### config.mk
export PLATFORM = sky130hd
export DESIGN_NAME = booth_shift_reg
export DESIGN_NICKNAME = d
export VERILOG_FILES = /design/src/rtl/booth_shreg_pkg.sv /design/src/rtl/booth_shreg_ctrl.sv /design/src/rtl/booth_shift_reg.sv
export SDC_FILE = /design/constraint.sdc
export NUM_CORES = 1
export LEC_CHECK = 0
export BUFFER_PORTS_ARGS = -buffer_cell sky130_fd_sc_hd__buf_2
export CORE_ASPECT_RATIO = 1.1
export CORE_UTILIZATION = 35
export DETAILED_ROUTE_END_ITERATION = 8
export MAX_ROUTING_LAYER = met4
export PLACE_DENSITY_LB_ADDON = 0.08
export SETUP_SLACK_MARGIN = 0.2
export SLEW_MARGIN = 40
export SYNTH_ARGS = -nofsm -noshare
export SYNTH_HDL_FRONTEND = slang
export SYNTH_SLANG_ARGS = --single-unit
### constraint.sdc
create_clock -name clk -period 1.66 [get_ports clk]
set_input_delay 0.249 -clock clk [delete_from_list [all_inputs] [get_ports clk]]
set_output_delay 0.249 -clock clk [all_outputs]
set_load 0.01 [all_outputs]
### src/rtl/booth_shreg_pkg.sv
// rtl/booth_shreg_pkg.sv - shared constants, controller state type and counter-width helper
package booth_shreg_pkg;

   localparam logic DIR_RIGHT = 1'b0;
   localparam logic DIR_LEFT  = 1'b1;

   typedef enum logic {
      ST_IDLE = 1'b0,
      ST_RUN  = 1'b1
   } ctrl_state_e;

   function automatic int cnt_w(input int steps);
      return $clog2(steps + 1);
   endfunction

endpackage

### src/rtl/booth_shreg_ctrl.sv
// rtl/booth_shreg_ctrl.sv - step counter and busy/done sequencing for the Booth shift register
module booth_shreg_ctrl
   import booth_shreg_pkg::*;
#(
   parameter int STEPS = 4,
   parameter int CW    = cnt_w(STEPS)
) (
   input  logic          clk,
   input  logic          clr,
   input  logic          ld,
   input  logic          shift,
   output logic          step_en,
   output logic [CW-1:0] cnt,
   output logic          busy,
   output logic          done
);

   localparam logic [CW-1:0] LAST_CNT = CW'(STEPS - 1);

   ctrl_state_e   state_q, state_d;
   logic [CW-1:0] cnt_q, cnt_d;
   logic          done_q, done_d;

   always_comb begin
      state_d = state_q;
      cnt_d   = cnt_q;
      done_d  = 1'b0;
      step_en = 1'b0;
      if (clr) begin
         state_d = ST_IDLE;
         cnt_d   = '0;
      end else if (ld) begin
         state_d = ST_RUN;
         cnt_d   = '0;
      end else if (shift && (state_q == ST_RUN)) begin
         step_en = 1'b1;
         cnt_d   = cnt_q + CW'(1);
         if (cnt_q == LAST_CNT) begin
            state_d = ST_IDLE;
            done_d  = 1'b1;
         end
      end
   end

   always_ff @(posedge clk) begin
      if (clr) begin
         state_q <= ST_IDLE;
         cnt_q   <= '0;
         done_q  <= 1'b0;
      end else begin
         state_q <= state_d;
         cnt_q   <= cnt_d;
         done_q  <= done_d;
      end
   end

   assign cnt  = cnt_q;
   assign busy = (state_q == ST_RUN);
   assign done = done_q;

endmodule

### src/rtl/booth_shift_reg.sv
// rtl/booth_shift_reg.sv - parametrised Booth multiplier/product shift register
// Optional sign-fill on right steps with BOOTH_SHREG_ARITH_EN.
module booth_shift_reg
   import booth_shreg_pkg::*;
#(
   parameter int WIDTH = 8,
   parameter int STEP  = 2,
   parameter int STEPS = WIDTH / STEP
) (
   input  logic                       clk,
   input  logic                       clr,
   input  logic                       ld,
   input  logic [WIDTH-1:0]           data_in,
   input  logic                       shift,
   input  logic                       dir,
   input  logic [STEP-1:0]            shift_in,
`ifdef BOOTH_SHREG_ARITH_EN
   input  logic                       arith,
`endif
   output logic [WIDTH-1:0]           data_out,
   output logic [STEP-1:0]            shift_out,
   output logic [cnt_w(STEPS)-1:0]    cnt,
   output logic                       busy,
   output logic                       done
);

   localparam int CW = cnt_w(STEPS);

   if ((WIDTH % STEP) != 0) begin : g_chk_mult
      $error("booth_shift_reg: WIDTH must be a multiple of STEP");
   end
   if ((STEP < 1) || (STEP >= WIDTH)) begin : g_chk_step
      $error("booth_shift_reg: STEP must satisfy 1 <= STEP < WIDTH");
   end
   if (STEPS < 1) begin : g_chk_steps
      $error("booth_shift_reg: STEPS must be at least 1");
   end

   logic             step_en;
   logic [WIDTH-1:0] data_q, data_d;
   logic [STEP-1:0]  sout_q, sout_d;
   logic [STEP-1:0]  right_fill;

   booth_shreg_ctrl #(
      .STEPS (STEPS),
      .CW    (CW)
   ) u_ctrl (
      .clk     (clk),
      .clr     (clr),
      .ld      (ld),
      .shift   (shift),
      .step_en (step_en),
      .cnt     (cnt),
      .busy    (busy),
      .done    (done)
   );

`ifdef BOOTH_SHREG_ARITH_EN
   assign right_fill = arith ? {STEP{data_q[WIDTH-1]}} : shift_in;
`else
   assign right_fill = shift_in;
`endif

   // The controller only grants a step when no load or clear is pending.
   always_comb begin
      data_d = data_q;
      sout_d = sout_q;
      if (ld) begin
         data_d = data_in;
         sout_d = '0;
      end else if (step_en) begin
         if (dir == DIR_LEFT) begin
            data_d = {data_q[WIDTH-STEP-1:0], shift_in};
            sout_d = data_q[WIDTH-1:WIDTH-STEP];
         end else begin
            data_d = {right_fill, data_q[WIDTH-1:STEP]};
            sout_d = data_q[STEP-1:0];
         end
      end
   end

   always_ff @(posedge clk) begin
      if (clr) begin
         data_q <= '0;
         sout_q <= '0;
      end else begin
         data_q <= data_d;
         sout_q <= sout_d;
      end
   end

   assign data_out  = data_q;
   assign shift_out = sout_q;

endmodule

# Yosys cells after proc, flatten, opt, wreduce, memory -nomap -nowiden
# Cells that the tools add are included.
# word_totals
regBits,15
inputBits,15
output_inout_bits,15
# op_classes
add_sub_neg,1
n_eq_ne,1
n_mux,11
bitwise_logic,1
reduce_logical,7
# ops
op,n
$mux W8,3
$mux W1,7
$reduce_bool A2 Y1,3
$add A3 B1 Y3 const B,1
$eq A3 B2 Y1 const B,1
$reduce_or A3 Y1,1
$mux W2,1
$reduce_and A2 Y1,1
$reduce_or A2 Y1,1
$logic_and A1 B1 Y1,1
$not A1 Y1,1

# Longest topological paths before layout
# Gate-level depths: netlist of the first run.
# depth
ltp_word,6
depth_mapped,6

# Hierarchy
# A second synthesis of the first run with hierarchy kept.
# unflattened
hier_cells,78
hier_area_um2,864.6
# modules_own_cells
module,n_inst,cells_per_inst,area_per_inst_um2
booth_shift_reg,1,54,618.1
booth_shreg_ctrl,1,24,246.5

# Worst setup path after synthesis of the first run
# Ideal clock, no wire load.
# synth_path
path_kind,register to register
startpoint,register u_ctrl.state_q (netlist: u_ctrl.busy)
endpoint,register data_q[3] (netlist: data_out[3])
arrival_ps,1232
path_slack_ps,360
stages_incl_launch_ff,7
synth_period_minus_slack_ps,1300
path_cell_list,dfxtp_1 > buf_4 > and2_4 > buf_6 > buf_8 > a211o_1 > a21oi_2
# synth_between
elab_chain_cells,5
# synth_rtl
element,line,rtl
from (decl),booth_shreg_ctrl.sv:20,"ctrl_state_e state_q, state_d;"
from (signal assigned),booth_shreg_ctrl.sv:51,state_q <= state_d;
$logic_and A1 B1 Y1,booth_shreg_ctrl.sv:35,end else if (shift && (state_q == ST_RUN)) begin
$mux W1,booth_shreg_ctrl.sv:35,
$mux W1,booth_shreg_ctrl.sv:32,end else if (ld) begin
$mux W1,booth_shreg_ctrl.sv:29,if (clr) begin
$reduce_bool A2 Y1 (no source line),--,
to (signal assigned),booth_shift_reg.sv:87,data_q <= data_d;
to (decl),booth_shift_reg.sv:40,"logic [WIDTH-1:0] data_q, data_d;"
# No other way between the ends.
# A chain may end at the register's enable or synchronous reset.

# Final worst setup path of the first run
# layout_path
startpoint,register u_ctrl.state_q (netlist: u_ctrl.busy)
endpoint,output port busy
# layout_rtl
element,line,rtl
to (decl),booth_shift_reg.sv:23,"output logic busy,"
# No word-level cell between the ends.

==> results.sh, run 1 <==
export IMPL_crit_chain="buf_2"
export IMPL_wl_um=1660
export IMPL_die_x_um=46.9
export IMPL_track_usage_pct=16.5
export IMPL_wl_per_cell_um=12.0
export IMPL_post_place_cells=134
export IMPL_finalSetupViolCount=0
export IMPL_r2r_slack_ns=0.43
export IMPL_gr_total_overflow=0
export IMPL_port_buffers=29
export IMPL_synth_area_um2=774
export IMPL_synth_seq_cells=15
export IMPL_num_vias=689
export IMPL_hold_violations=0
export IMPL_leakagePower_nw=0.432
export IMPL_start_util_pct=37.9
export IMPL_max_stage_delay_ns=0.53
export IMPL_synth_distinct_cells=18
export IMPL_drive_above_1_share_pct=30.9
export IMPL_grt_pass1_vias=628
export IMPL_vdd_drop_max_mv=0.395
export IMPL_viasPerCell=4.99
export IMPL_tightest_slew_ns=0.337
export IMPL_antenna_found_initial=0
export IMPL_synth_area_per_cell_um2=9.11
export IMPL_nets=128
export IMPL_drv_slew=0
export IMPL_fin_crit_ns=1.27
export IMPL_cts_sinks=15
export IMPL_reg2reg_depth=3
export IMPL_postCtsSetupRepairBufs=0
export IMPL_fin_crit_sh_pct=76.3
export IMPL_slowest_stage="dfxtp_1"
export IMPL_r2r_start="u_ctrl.busy"
export IMPL_slew_headroom_pct=77.5
export IMPL_fin_worst_skew_ns=0.00235
export IMPL_io_pins=30
export IMPL_fill_cells=226
export IMPL_grt_max_degree=20
export IMPL_gp_congestion=0.679
export IMPL_grt_pass1_wl_um=2690
export IMPL_fin_tns_setup_ns=0
export IMPL_core_area_mm2=0.00204
export IMPL_firstDrtPassIters=4
export IMPL_ys_warn_count=0
export IMPL_drt_iter0_markers=2
export IMPL_end_kind="output port"
export IMPL_cts_buffer_depth=2
export IMPL_synthCells=85
export IMPL_dieHeight_um=51.3
export IMPL_critPathLaunchType="register"
export IMPL_crit_family="flip-flops"
export IMPL_cts_root_buf="clkbuf_4"
export IMPL_tritoncts="done"
export IMPL_antenna_left=0
export IMPL_outcome="completed"
export IMPL_cts_buffers=3
export IMPL_clock_latency_ns=0.28
export IMPL_htreeDepth=1
export IMPL_final_cells=138
export IMPL_hold_path_cell_count=3
export IMPL_drv_cap=0
export IMPL_path_buf_inv=1
export IMPL_multi_input_area_um2=407
export IMPL_cts_resized=0
export IMPL_cts_hold_buf=0
export IMPL_cp_required_ns=1.41
export IMPL_criticalPathCategory="register to output port"
export IMPL_syn_num_nets=102
export IMPL_rows=17
export IMPL_powerDensity_mw_per_mm2=802
export IMPL_grt_setup_unrepaired="no"
export IMPL_die_area_mm2=0.00241
export IMPL_area_growth_pct=18.4
export IMPL_ff_latch_area_um2=300
export IMPL_final_common_cell="buf_2"
export IMPL_critPathArrivalTime_ns=1.02
export IMPL_final_cell_mix="buf_2, a21oi_1, dfxtp_1"
export IMPL_dp_hpwl_um=1200
export IMPL_clk_pin_slew_ns=0.09
export IMPL_hold_end="data_out[0]"
export IMPL_diodes=0
export IMPL_yosysSeqAreaShare_pct=38.8
export IMPL_drc_errors=0
export IMPL_hp_start="data_in[0]"
export IMPL_crit_path_max_fanout=11
export IMPL_fmax_mhz=790
export IMPL_hold_class="input pin to register"
export IMPL_reg2reg_to="u_ctrl.cnt[1]"
## worst reg2reg max path, cell delays in order (launching register included)
cell and delay [ns]:
dfxtp_1 0.53, and2_4 0.33, mux2i_1 0.21, nor2_1 0.05
## power breakdown
part,internal [mW],switching (mW)
clock network,0.0932,0.115
registers,0.377,0.0203
logic,0.0613,0.0684
## worst max-delay path by stage
stage                               end         from  slack, ns  cells after the start
final                              busy  u_ctrl.busy       0.39                      1
after global routing               busy  u_ctrl.busy       0.30                      1
after CTS                          busy  u_ctrl.busy       0.39                      1
after detailed placement  u_ctrl.cnt[1]  u_ctrl.busy       0.44                      3
after global placement    u_ctrl.cnt[1]  u_ctrl.busy       0.50                      3
after floorplan             data_out[3]  u_ctrl.busy       0.36                      6
## flip-flops by register name, summed over array words and instances (netlist names)
register,cells
data_out,8
shift_out,2
u_ctrl.busy,1
u_ctrl.cnt,3
u_ctrl.done,1
## cell usage after synthesis
master	n	area (um^2)
clkbuf_1	3	11.3
buf_4	2	15.0
inv_1	1	3.75
a21oi_2	1	8.76
and2_4	1	8.76
a211o_1	8	70.1
or2_1	1	6.26
a21oi_1	16	80.1
mux2i_1	11	110
a211oi_1	3	22.5
and3_1	1	6.26
nor2_1	7	26.3
xnor2_1	1	8.76
dfxtp_1	15	300
nand2_1	9	33.8
buf_6	2	22.5
buf_8	1	15.0
ha_1	2	25.0
## cell type report
| cell class | instances | share of cell area (%) |
|---|---|---|
| multi-input combinational | 61 | 44.3 |
| sequential | 15 | 32.7 |
| timing repair buffer | 29 | 15.8 |
| tap | 28 | 3.82 |
| clock buffer | 4 | 2.86 |
| inverter | 1 | 0.409 |
## logic make-up after synthesis
family	count (synthesis)	synth area share, %
AOI/OAI and AO/OA	28	23.4
xor gates and xnor gates	1	1.13
adders and majority gates	2	3.23
buffers and inverters	9	8.72
DFF	15	38.8
muxes	11	14.2
and+or+nand+nor	19	10.5
## layer usage
| metal | GRT usage [%] | vias up | wire (um) |
|---|---|---|---|
| li1 | - | 351 | - |
| met1 | 18.3 | 315 | 727 |
| met2 | 25.2 | 18 | 817 |
| met3 | 4.24 | 5 | 65 |
| met4 | 11.4 | 0 | 45 |
| met5 | - | - | 0 |
## through the flow
stage / hold WS [ns] / cell area [um^2] / total power, mW / worst slack (ns) / util [%]
after floorplan: 0.394 / 774 / 0.500 / 0.360 / -
after global placement: 0.488 / 891 / 0.536 / 0.504 / 43.6
after detailed placement: 0.491 / 891 / 0.537 / 0.444 / 43.6
after CTS: 0.199 / 917 / 0.749 / 0.386 / 44.9
after global routing: 0.194 / 917 / 0.785 / 0.302 / 44.9
final: 0.205 / 917 / 0.735 / 0.394 / 44.9
No activity file was read; power rests on OpenSTA's default activity.
==> run 2, diff against run 1 <==
--- a/config.mk
+++ b/config.mk
@@ -5,6 +5,7 @@
 export SDC_FILE = /design/constraint.sdc
 export NUM_CORES = 1
 export LEC_CHECK = 0
+export ABC_AREA = 1
 export BUFFER_PORTS_ARGS = -buffer_cell sky130_fd_sc_hd__buf_2
 export CORE_ASPECT_RATIO = 1.1
 export CORE_UTILIZATION = 35
==> constraint.sdc (replaced) <==
create_clock -name clk -period 1.28 [get_ports clk]
set_input_delay 0.192 -clock clk [delete_from_list [all_inputs] [get_ports clk]]
set_output_delay 0.192 -clock clk [all_outputs]
set_load 0.01 [all_outputs]
==> results.sh, run 2 <==
export IMPL_grt_max_degree=19
export IMPL_firstDrtPassIters=4
export IMPL_netSwitchingPower_mw=0.304
export IMPL_synth_distinct_cells=16
export IMPL_dp_hpwl_um=1430
export IMPL_hold_class="input pin to register"
export IMPL_synth_top_area_share_pct=36.5
export IMPL_fin_crit_ns=1.01
export IMPL_io_pins=30
export IMPL_fmax_mhz=993
export IMPL_drv_cap=0
export IMPL_synth_area_per_cell_um2=6.52
export IMPL_p_int_mw=0.703
export IMPL_design_area_mm2=0.00101
export IMPL_grt_setup_unrepaired="no"
export IMPL_ys_warn_count=0
export IMPL_postCtsSetupRepairBufs=0
export IMPL_end_kind="register"
export IMPL_cts_resized=0
export IMPL_async_reset_ff_share_pct=0
export IMPL_leakagePower_nw=0.586
export IMPL_hold_violations=0
export IMPL_outcome="completed"
export IMPL_largest_register_ffs=8
export IMPL_final_common_cell="nand2_1"
export IMPL_nets=173
export IMPL_wl_um=1870
export IMPL_gp_congestion=0.852
export IMPL_fin_crit_sh_pct=78.7
export IMPL_cts_root_buf="clkbuf_4"
export IMPL_drt_iter0_markers=22
export IMPL_core_area_mm2=0.00223
export IMPL_finalSetupViolCount=0
export IMPL_final_cells=185
export IMPL_tightest_slew_ns=0.236
export IMPL_rows=18
export IMPL_vdd_drop_max_mv=0.415
export IMPL_synth_seq_cells=15
export IMPL_crit_path_max_fanout=3
export IMPL_fill_cells=268
export IMPL_fin_hold_ws_ns=0.199
export IMPL_port_buffers=29
export IMPL_drc_errors=0
export IMPL_antenna_found_initial=0
export IMPL_slew_headroom_pct=84.2
export IMPL_die_x_um=48.2
export IMPL_wl_per_cell_um=10.1
export IMPL_pwr_share_clk_pct=27.2
export IMPL_die_area_mm2=0.00255
export IMPL_synthCells=126
export IMPL_place_area_um2=975
export IMPL_tritoncts="done"
export IMPL_drv_slew=0
export IMPL_powerDensity_mw_per_mm2=1000
export IMPL_critPathLaunchType="register"
export IMPL_num_vias=856
export IMPL_synth_edff_count=0
export IMPL_power_frac_comb_pct=22.1
export IMPL_fin_tns_setup_ns=0
export IMPL_pwr_share_seq_pct=50.8
export IMPL_synth_most_common_cell="nand2_1"
export IMPL_htreeDepth=1
export IMPL_diodes=0
export IMPL_syn_num_nets=143
export IMPL_cp_required_ns=1.49
export IMPL_antenna_left=0
export IMPL_start_util_pct=36.9
export IMPL_area_growth_pct=22.4
export IMPL_grt_pass1_vias=764
export IMPL_clock_latency_ns=0.28
export IMPL_synth_area_um2=822
export IMPL_synth_top_area_cell="dfxtp_1"
export IMPL_final_cell_mix="nand2_1, buf_2, inv_1"
export IMPL_track_usage_pct=18.5
export IMPL_cts_hold_buf=0
export IMPL_clk_pin_slew_ns=0.09
export IMPL_switching_share_pct=30.1
export IMPL_viasPerCell=4.63
export IMPL_post_place_cells=181
export IMPL_power_mw=1.01
export IMPL_yosysSeqAreaShare_pct=36.5
export IMPL_synthFlopType="dfxtp_1"
export IMPL_dieHeight_um=52.8
export IMPL_cts_buffers=3
export IMPL_cts_sinks=15
export IMPL_gr_total_overflow=0
export IMPL_criticalPathCategory="register to register"
export IMPL_grt_pass1_wl_um=3210
export IMPL_yosys_top_cells_area="dfxtp_1, nand2_1, inv_1"
export IMPL_fin_worst_skew_ns=0.00102
export IMPL_synth_commonest_cells="nand2_1, inv_1, nand3_1, dfxtp_1, a31oi_1"
export IMPL_critPathArrivalTime_ns=1.22
export IMPL_drive_above_1_share_pct=25.2
export IMPL_cts_buffer_depth=2
run 2: area by class of cell:
| class | count | area, um^2 | share of cell area [%] |
|---|---|---|---|
| inverters | 24 | 92.6 | 9.20 |
| well taps | 30 | 37.5 | 3.73 |
| flip-flops and latches | 15 | 303 | 30.1 |
| repair buffers | 30 | 153 | 15.2 |
| multi-input cells | 82 | 394 | 39.2 |
| clock buffers | 4 | 26.3 | 2.61 |
run 2: power by group through the flow:
| stage | Clock (mW) | Combinational [mW] | Sequential [mW] |
|---|---|---|---|
| finish | 0.274 | 0.222 | 0.511 |
| global route | 0.308 | 0.256 | 0.516 |
| CTS | 0.293 | 0.223 | 0.510 |
| detailed placement | 0 | 0.222 | 0.521 |
| global placement | 0 | 0.222 | 0.521 |
| floorplan | 0 | 0.137 | 0.535 |
run 2: worst paths after layout:
path | start | end | slack (ns) | depth (start not counted)
max | u_ctrl.cnt[0] | u_ctrl.busy | 0.27 | 5
min | shift | u_ctrl.busy | 0.20 | 4
max reg2reg | u_ctrl.cnt[0] | u_ctrl.busy | 0.27 | 5
min reg2reg | u_ctrl.busy | u_ctrl.busy | 0.49 | 2
run 2: metrics by stage:
step	setup slack, ns	util (%)
6_report	0.273	45.1
5_1_grt	0.216	45.1
4_1_cts	0.250	44.9
3_5_place_dp	0.242	43.7
3_3_place_gp	0.225	43.7
2_1_floorplan	0.284	-
run 2: worst max-delay path, stage by stage, from the launching register on:
cell and delay (ns):
dfxtp_2 0.34, ha_1 0.19, ha_1 0.19, nand2_1 0.07
nand2_1 0.04, a21oi_1 0.10
run 2: per-layer routing:
layer | track usage (%) | vias to the layer above | wire length (um)
met5 | - | - | 0
met4 | 10.2 | 0 | 40
met3 | 3.10 | 4 | 74
met2 | 25.6 | 25 | 844
met1 | 24.9 | 374 | 907
li1 | - | 453 | -
run 2: logic make-up (layout without fill, tap and decap cells):
kind of cell / count (synthesis) / in the layout / share of synthesized area (%)
DFF: 15 / 15 / 36.5
buffers and inverters: 29 / 58 / 15.8
and+or+nand+nor: 61 / 61 / 31.4
AOI/OAI and AO/OA: 18 / 18 / 12.2
xor gates and xnor gates: 1 / 1 / 1.07
adders and majority gates: 2 / 2 / 3.04
